File: src/rtl/mul_if.sv
// Handshake and operand/result bundle between a multiply requester and the mul block.
interface mul_if #(
  parameter int WIDTH = 4
);
  logic                 start;
  logic [WIDTH-1:0]     a;
  logic [WIDTH-1:0]     b;
  logic                 busy;
  logic                 done;
  logic [2*WIDTH-1:0]   y;

  modport master (output start, output a, output b, input busy, input done, input y);
  modport slave  (input start, input a, input b, output busy, output done, output y);
endinterface

File: src/rtl/mul.sv
// Sequential signed multiplier: one radix-2 Booth step per clock, WIDTH steps per product.
// state | meaning
// IDLE  | waiting for start; operands captured on the accepting edge
// RUN   | one Booth add/sub + arithmetic shift per cycle, WIDTH cycles
// DONE  | result on y, done high for this single cycle
module mul #(
  parameter int WIDTH = 4
) (
  input  logic   clk,
  input  logic   rst_n,
  mul_if.slave   bus
);
  localparam int            CW   = $clog2(WIDTH) + 1;
  localparam logic [CW-1:0] LAST = CW'(WIDTH - 1);

  typedef enum logic [1:0] {IDLE, RUN, DONE} state_t;

  state_t                    r_state;
  logic [CW-1:0]             r_cnt;
  logic signed [WIDTH:0]     r_mcand;
  logic signed [WIDTH:0]     r_hi;
  logic [WIDTH-1:0]          r_lo;
  logic                      r_q;
  logic                      r_busy;
  logic                      r_done;
  logic [2*WIDTH-1:0]        r_y;

  logic signed [WIDTH:0]     w_sum;
  logic signed [WIDTH:0]     w_hi_nxt;
  logic [WIDTH-1:0]          w_lo_nxt;

  // Accumulator is WIDTH+1 bits so subtracting the most negative multiplicand cannot overflow.
  always_comb begin
    w_sum = r_hi;
    case ({r_lo[0], r_q})
      2'b01:   w_sum = r_hi + r_mcand;
      2'b10:   w_sum = r_hi - r_mcand;
      default: w_sum = r_hi;
    endcase
  end

  assign w_hi_nxt = {w_sum[WIDTH], w_sum[WIDTH:1]};
  assign w_lo_nxt = {w_sum[0], r_lo[WIDTH-1:1]};

  always_ff @(posedge clk or negedge rst_n) begin
    if (!rst_n) begin
      r_state <= IDLE;
      r_cnt   <= '0;
      r_mcand <= '0;
      r_hi    <= '0;
      r_lo    <= '0;
      r_q     <= 1'b0;
      r_busy  <= 1'b0;
      r_done  <= 1'b0;
      r_y     <= '0;
    end else begin
      case (r_state)
        IDLE: begin
          r_done <= 1'b0;
          if (bus.start) begin
            r_mcand <= {bus.a[WIDTH-1], bus.a};
            r_hi    <= '0;
            r_lo    <= bus.b;
            r_q     <= 1'b0;
            r_cnt   <= '0;
            r_busy  <= 1'b1;
            r_state <= RUN;
          end
        end
        RUN: begin
          r_hi  <= w_hi_nxt;
          r_lo  <= w_lo_nxt;
          r_q   <= r_lo[0];
          r_cnt <= r_cnt + CW'(1);
          if (r_cnt == LAST) begin
            r_y     <= {w_hi_nxt[WIDTH-1:0], w_lo_nxt};
            r_done  <= 1'b1;
            r_busy  <= 1'b0;
            r_state <= DONE;
          end
        end
        DONE: begin
          r_done  <= 1'b0;
          r_state <= IDLE;
        end
        default: begin
          r_busy  <= 1'b0;
          r_done  <= 1'b0;
          r_state <= IDLE;
        end
      endcase
    end
  end

  assign bus.busy = r_busy;
  assign bus.done = r_done;
  assign bus.y    = r_y;
endmodule

File: src/flat_wrapper.sv
// flat-port wrapper written by rule: the top's interface ports become plain ports
module mul_flat 
#(
  parameter int WIDTH = 4
)
  (clk, rst_n, bus_start, bus_a, bus_b, bus_busy, bus_done, bus_y);
  mul_if #(.WIDTH(WIDTH)) bus_i ();
  input  logic clk;
  input  logic rst_n;
  input wire logic [$bits(bus_i.start)-1:0] bus_start;
  input wire logic [$bits(bus_i.a)-1:0] bus_a;
  input wire logic [$bits(bus_i.b)-1:0] bus_b;
  output wire logic [$bits(bus_i.busy)-1:0] bus_busy;
  output wire logic [$bits(bus_i.done)-1:0] bus_done;
  output wire logic [$bits(bus_i.y)-1:0] bus_y;
  assign bus_i.start = bus_start;
  assign bus_i.a = bus_a;
  assign bus_i.b = bus_b;
  assign bus_busy = bus_i.busy;
  assign bus_done = bus_i.done;
  assign bus_y = bus_i.y;
  mul #(.WIDTH(WIDTH)) u_core (.clk(clk), .rst_n(rst_n), .bus(bus_i));
endmodule
File: config.mk
export PLATFORM = sky130hd
export DESIGN_NAME = mul_flat
export DESIGN_NICKNAME = d
export VERILOG_FILES = /design/src/rtl/mul_if.sv /design/src/rtl/mul.sv /design/src/flat_wrapper.sv
export SDC_FILE = /design/constraint.sdc
export NUM_CORES = 1
export LEC_CHECK = 0
export ABC_AREA = 1
export ABC_CLOCK_PERIOD_IN_PS = 2200
export CAP_MARGIN = 10
export CORE_AREA = 2 2 64 66
export DETAILED_ROUTE_END_ITERATION = 8
export DIE_AREA = 0 0 66 68
export SYNTH_ARGS = -nofsm -noshare
export SYNTH_HDL_FRONTEND = slang
export SYNTH_SLANG_ARGS = --single-unit
File: constraint.sdc
create_clock -name clk -period 2.2 [get_ports clk]
set_input_delay 0.44 -clock clk [delete_from_list [all_inputs] [get_ports clk]]
set_output_delay 0.44 -clock clk [all_outputs]
set_load 0.05 [all_outputs]
==> metrics.txt <==
Slew Limit Fails 0; Max-slew headroom 66.66%; number of global-route vias before repair 1,099; clk root buf clkbuf_8; dpl cells 235; hold_sp u_core.bus.y[3]$_DFFE_PN0P_; wire per inst 12.07 um; CP Data Required Time 2.38 ns; Top Ports 21; critical path class register to register; CP delay by family, top adder cells; cell row count 23; register bit total from synthesis 28; Min-Delay Endpoint u_core.bus.y[3]$_DFFE_PN0P_; Synth Area in Compound Gates 13.32%; crit-path max FO 4; Worst setup EP type register; Avg Inst Size Synth 8.934 um2; hold path depth 2; Longest Clk Path Bufs 2; Final min period 2.172 ns; Placed Instance Area 1732 um2; Hold Path Class register to register; initial antenna violation count 0; vias per cell 4.742; area share of fa/ha/maj cells after synthesis 8.198%; drt initial violations 32; CP Launch Point u_core.r_mcand[0]$_DFFE_PN0P_; final worst-path cycle share 98.73%; fill count 386; Core Box Area 3856 um2; Max stage delay cell, worst path dfrtp_1; CTS HTree Levels 1; DRC 0; Die W 66 um; FF-to-FF End u_core.bus.y[6]$_DFFE_PN0P_; Final WS setup 0.02798 ns; MaxCap Viol Count 0; Fin Setup TNS 0 ns; Worst path max stage delay 0.40 ns; Yosys cell types 29; Synth Area in Simple Gates 21.26%; clk_lat worst skew 0.28 ns; Finished Layout Cells 240; largest net degree at the start of global routing 29; global-route wire length before repair 4816 um; post-route cell area 1839 um2; Netlist Area Pre-Place 1465 um2; clk_skew 0.005420 ns; dpl ws 0.09494 ns; Routed WL 2896 um; CP Launch Type register; crit path cell chain inv_1 -> ha_2 -> nand2_1 -> a22oi_1 -> ha_1 -> buf_4 -> nand3b_1 -> a21oi_1 -> nand3b_1 -> nand3_1 -> nand2_1; CTS tree done; Worst Tran Pin Value 0.4986 ns; initial core utilization 37.99%; Final ANT Viol Nets 0; Clock transition at path regs 0.10 ns; P&R area growth vs syn 25.53%; Post-Syn Instances 164; number of buffers added on ports 20; die height 68 um; Syn Nets 184; number of diodes 0; total CTS buffers 3; CP Buf/Inv Count 2; FF-to-FF path depth 11; die area 4488 um2; routability cong. 0.8910; R2R Path Start u_core.r_mcand[0]$_DFFE_PN0P_; Clock Sinks 28; multi-input logic area 673.1 um2; total iterations of the first detailed-routing run 4; via total after detailed routing 1,138; post-synthesis mux area share 0%; GRT Util Overall 14.33%; Seq/Total Area, Yosys 47.82%; Finish-stage setup viols 0; R2R setup slack 0.03 ns; Post-DP HPWL 2236 um; largest family of logic cells by synthesized area simple AND/OR/NAND/NOR gates; post-synthesis xor/xnor area fraction 1.196%; run status finished, final reports clean; max frequency 0.4604 GHz; arrival time at the worst endpoint 2.35 ns; layout cell share with drive strength beyond 1 14.21%; GRT overflow 0; nets@finish 211; final hold viol count 0; CTS Hold Bufs 0; yosys warns 0; Seq. cell area 700.7 um2
Yosys cell counts:
cell type | n | share of area, %
o22ai_1 | 5 | 2.1
buf_6 | 1 | 0.77
nand4_1 | 1 | 0.43
nand3_1 | 4 | 1.4
o211ai_1 | 1 | 0.51
dfrtp_1 | 28 | 48
a22oi_1 | 1 | 0.51
a22o_2 | 1 | 0.68
nor2_4 | 1 | 0.77
a21oi_1 | 5 | 1.7
nand2_1 | 43 | 11
o21ai_2 | 4 | 2.4
ha_1 | 8 | 6.8
nor2_2 | 1 | 0.43
o21ai_1 | 1 | 0.34
nand2_2 | 1 | 0.43
nor2_1 | 10 | 2.6
o21ai_0 | 10 | 3.4
fa_1 | 1 | 1.4
inv_4 | 1 | 0.43
nand3b_1 | 3 | 1.5
a31oi_1 | 1 | 0.43
inv_6 | 1 | 0.60
inv_1 | 23 | 5.9
nor2_8 | 1 | 1.4
a221oi_1 | 2 | 1.2
inv_2 | 2 | 0.51
xor2_1 | 2 | 1.2
nand2_8 | 1 | 1.4
through the flow:
stage	util [%]	hold slack [ns]
detailed placement	44.91	0.4629
finish	47.70	0.4775
global route	47.70	0.5184
CTS	46.76	0.4830
global placement	44.91	0.4621
floorplan	-	0.1444
state kept, by name (all words and copies together) (netlist names):
register         cells
u_core.bus.y         8
u_core.r_hi          4
u_core.r_lo          4
u_core.r_mcand       4
u_core.r_cnt         3
u_core.r_state       2
u_core.bus.busy      1
u_core.bus.done      1
u_core.r_q           1
kinds of logic (layout without fill, tap and decap cells):
kind of cell               Yosys count  in the layout
buffers and inverters               28             54
AOI/OAI and AO/OA                   31             31
and+or+nand+nor                     66             66
DFF                                 28             28
adders and majority gates            9              9
xor gates and xnor gates             2              2
area by class of cell:
| type | count | share of cell area [%] |
|---|---|---|
| clock buffer | 3 | 2.245 |
| clock inverter | 1 | 1.633 |
| inverter | 27 | 5.918 |
| multi-input combinational | 108 | 36.60 |
| sequential | 28 | 38.10 |
| tap | 50 | 3.401 |
| timing repair buffer | 23 | 12.11 |
worst max-delay path by stage:
stage                                              to  slack (ns)  cells past startpoint
after global placement    u_core.bus.y[7]$_DFFE_PN0P_        0.15                     12
after CTS                  u_core.r_hi[3]$_DFFE_PN0P_        0.09                     16
after detailed placement   u_core.r_hi[3]$_DFFE_PN0P_        0.09                     15
after global routing      u_core.bus.y[6]$_DFFE_PN0P_       -0.09                     11
final                     u_core.bus.y[6]$_DFFE_PN0P_        0.03                     11
after floorplan           u_core.bus.y[7]$_DFFE_PN0P_        0.26                     15
worst min-delay path, stage by stage (launching register included):
cell     delay, ns
dfrtp_1       0.35
nand2_1       0.05
nand2_1       0.05
routing by layer:
layer | share of wire [%] | vias up | wire [um] | GRT usage [%]
li1 | - | 585 | - | -
met1 | 44 | 534 | 1282 | 17.28
met2 | 51 | 12 | 1468 | 25.76
met3 | 2.0 | 7 | 58 | 1.480
met4 | 3.0 | 0 | 86 | 6.888
met5 | 0 | - | 0 | 0
placed cells by master (no fill, tap or decap), types with 2 or more instances in the layout:
cell             synthesis  final
a21oi_1                  5      5
a221oi_1                 2      2
buf_4                    0      3
clkbuf_8                 0      3
clkdlybuf4s50_1          0     20
dfrtp_1                 28     28
ha_1                     8      5
ha_2                     0      2
inv_1                   23     23
inv_2                    2      2
nand2_1                 43     43
nand3_1                  4      4
nand3b_1                 3      3
nor2_1                  10      9
nor2_2                   1      2
o21ai_0                 10      9
o21ai_1                  1      2
o21ai_2                  4      4
o22ai_1                  5      5
xor2_1                   2      2
what timing repair did:
action / 4_1_cts / 5_1_grt
buffers inserted: 0 / 1
endpoints found under the setup margin: 0 / 5
hold endpoints to repair: 0 / 0
resized for setup: 0 / 7
Power is not shown: default switching activity piles up to over one toggle a cycle in this logic, so the estimate is an artifact.
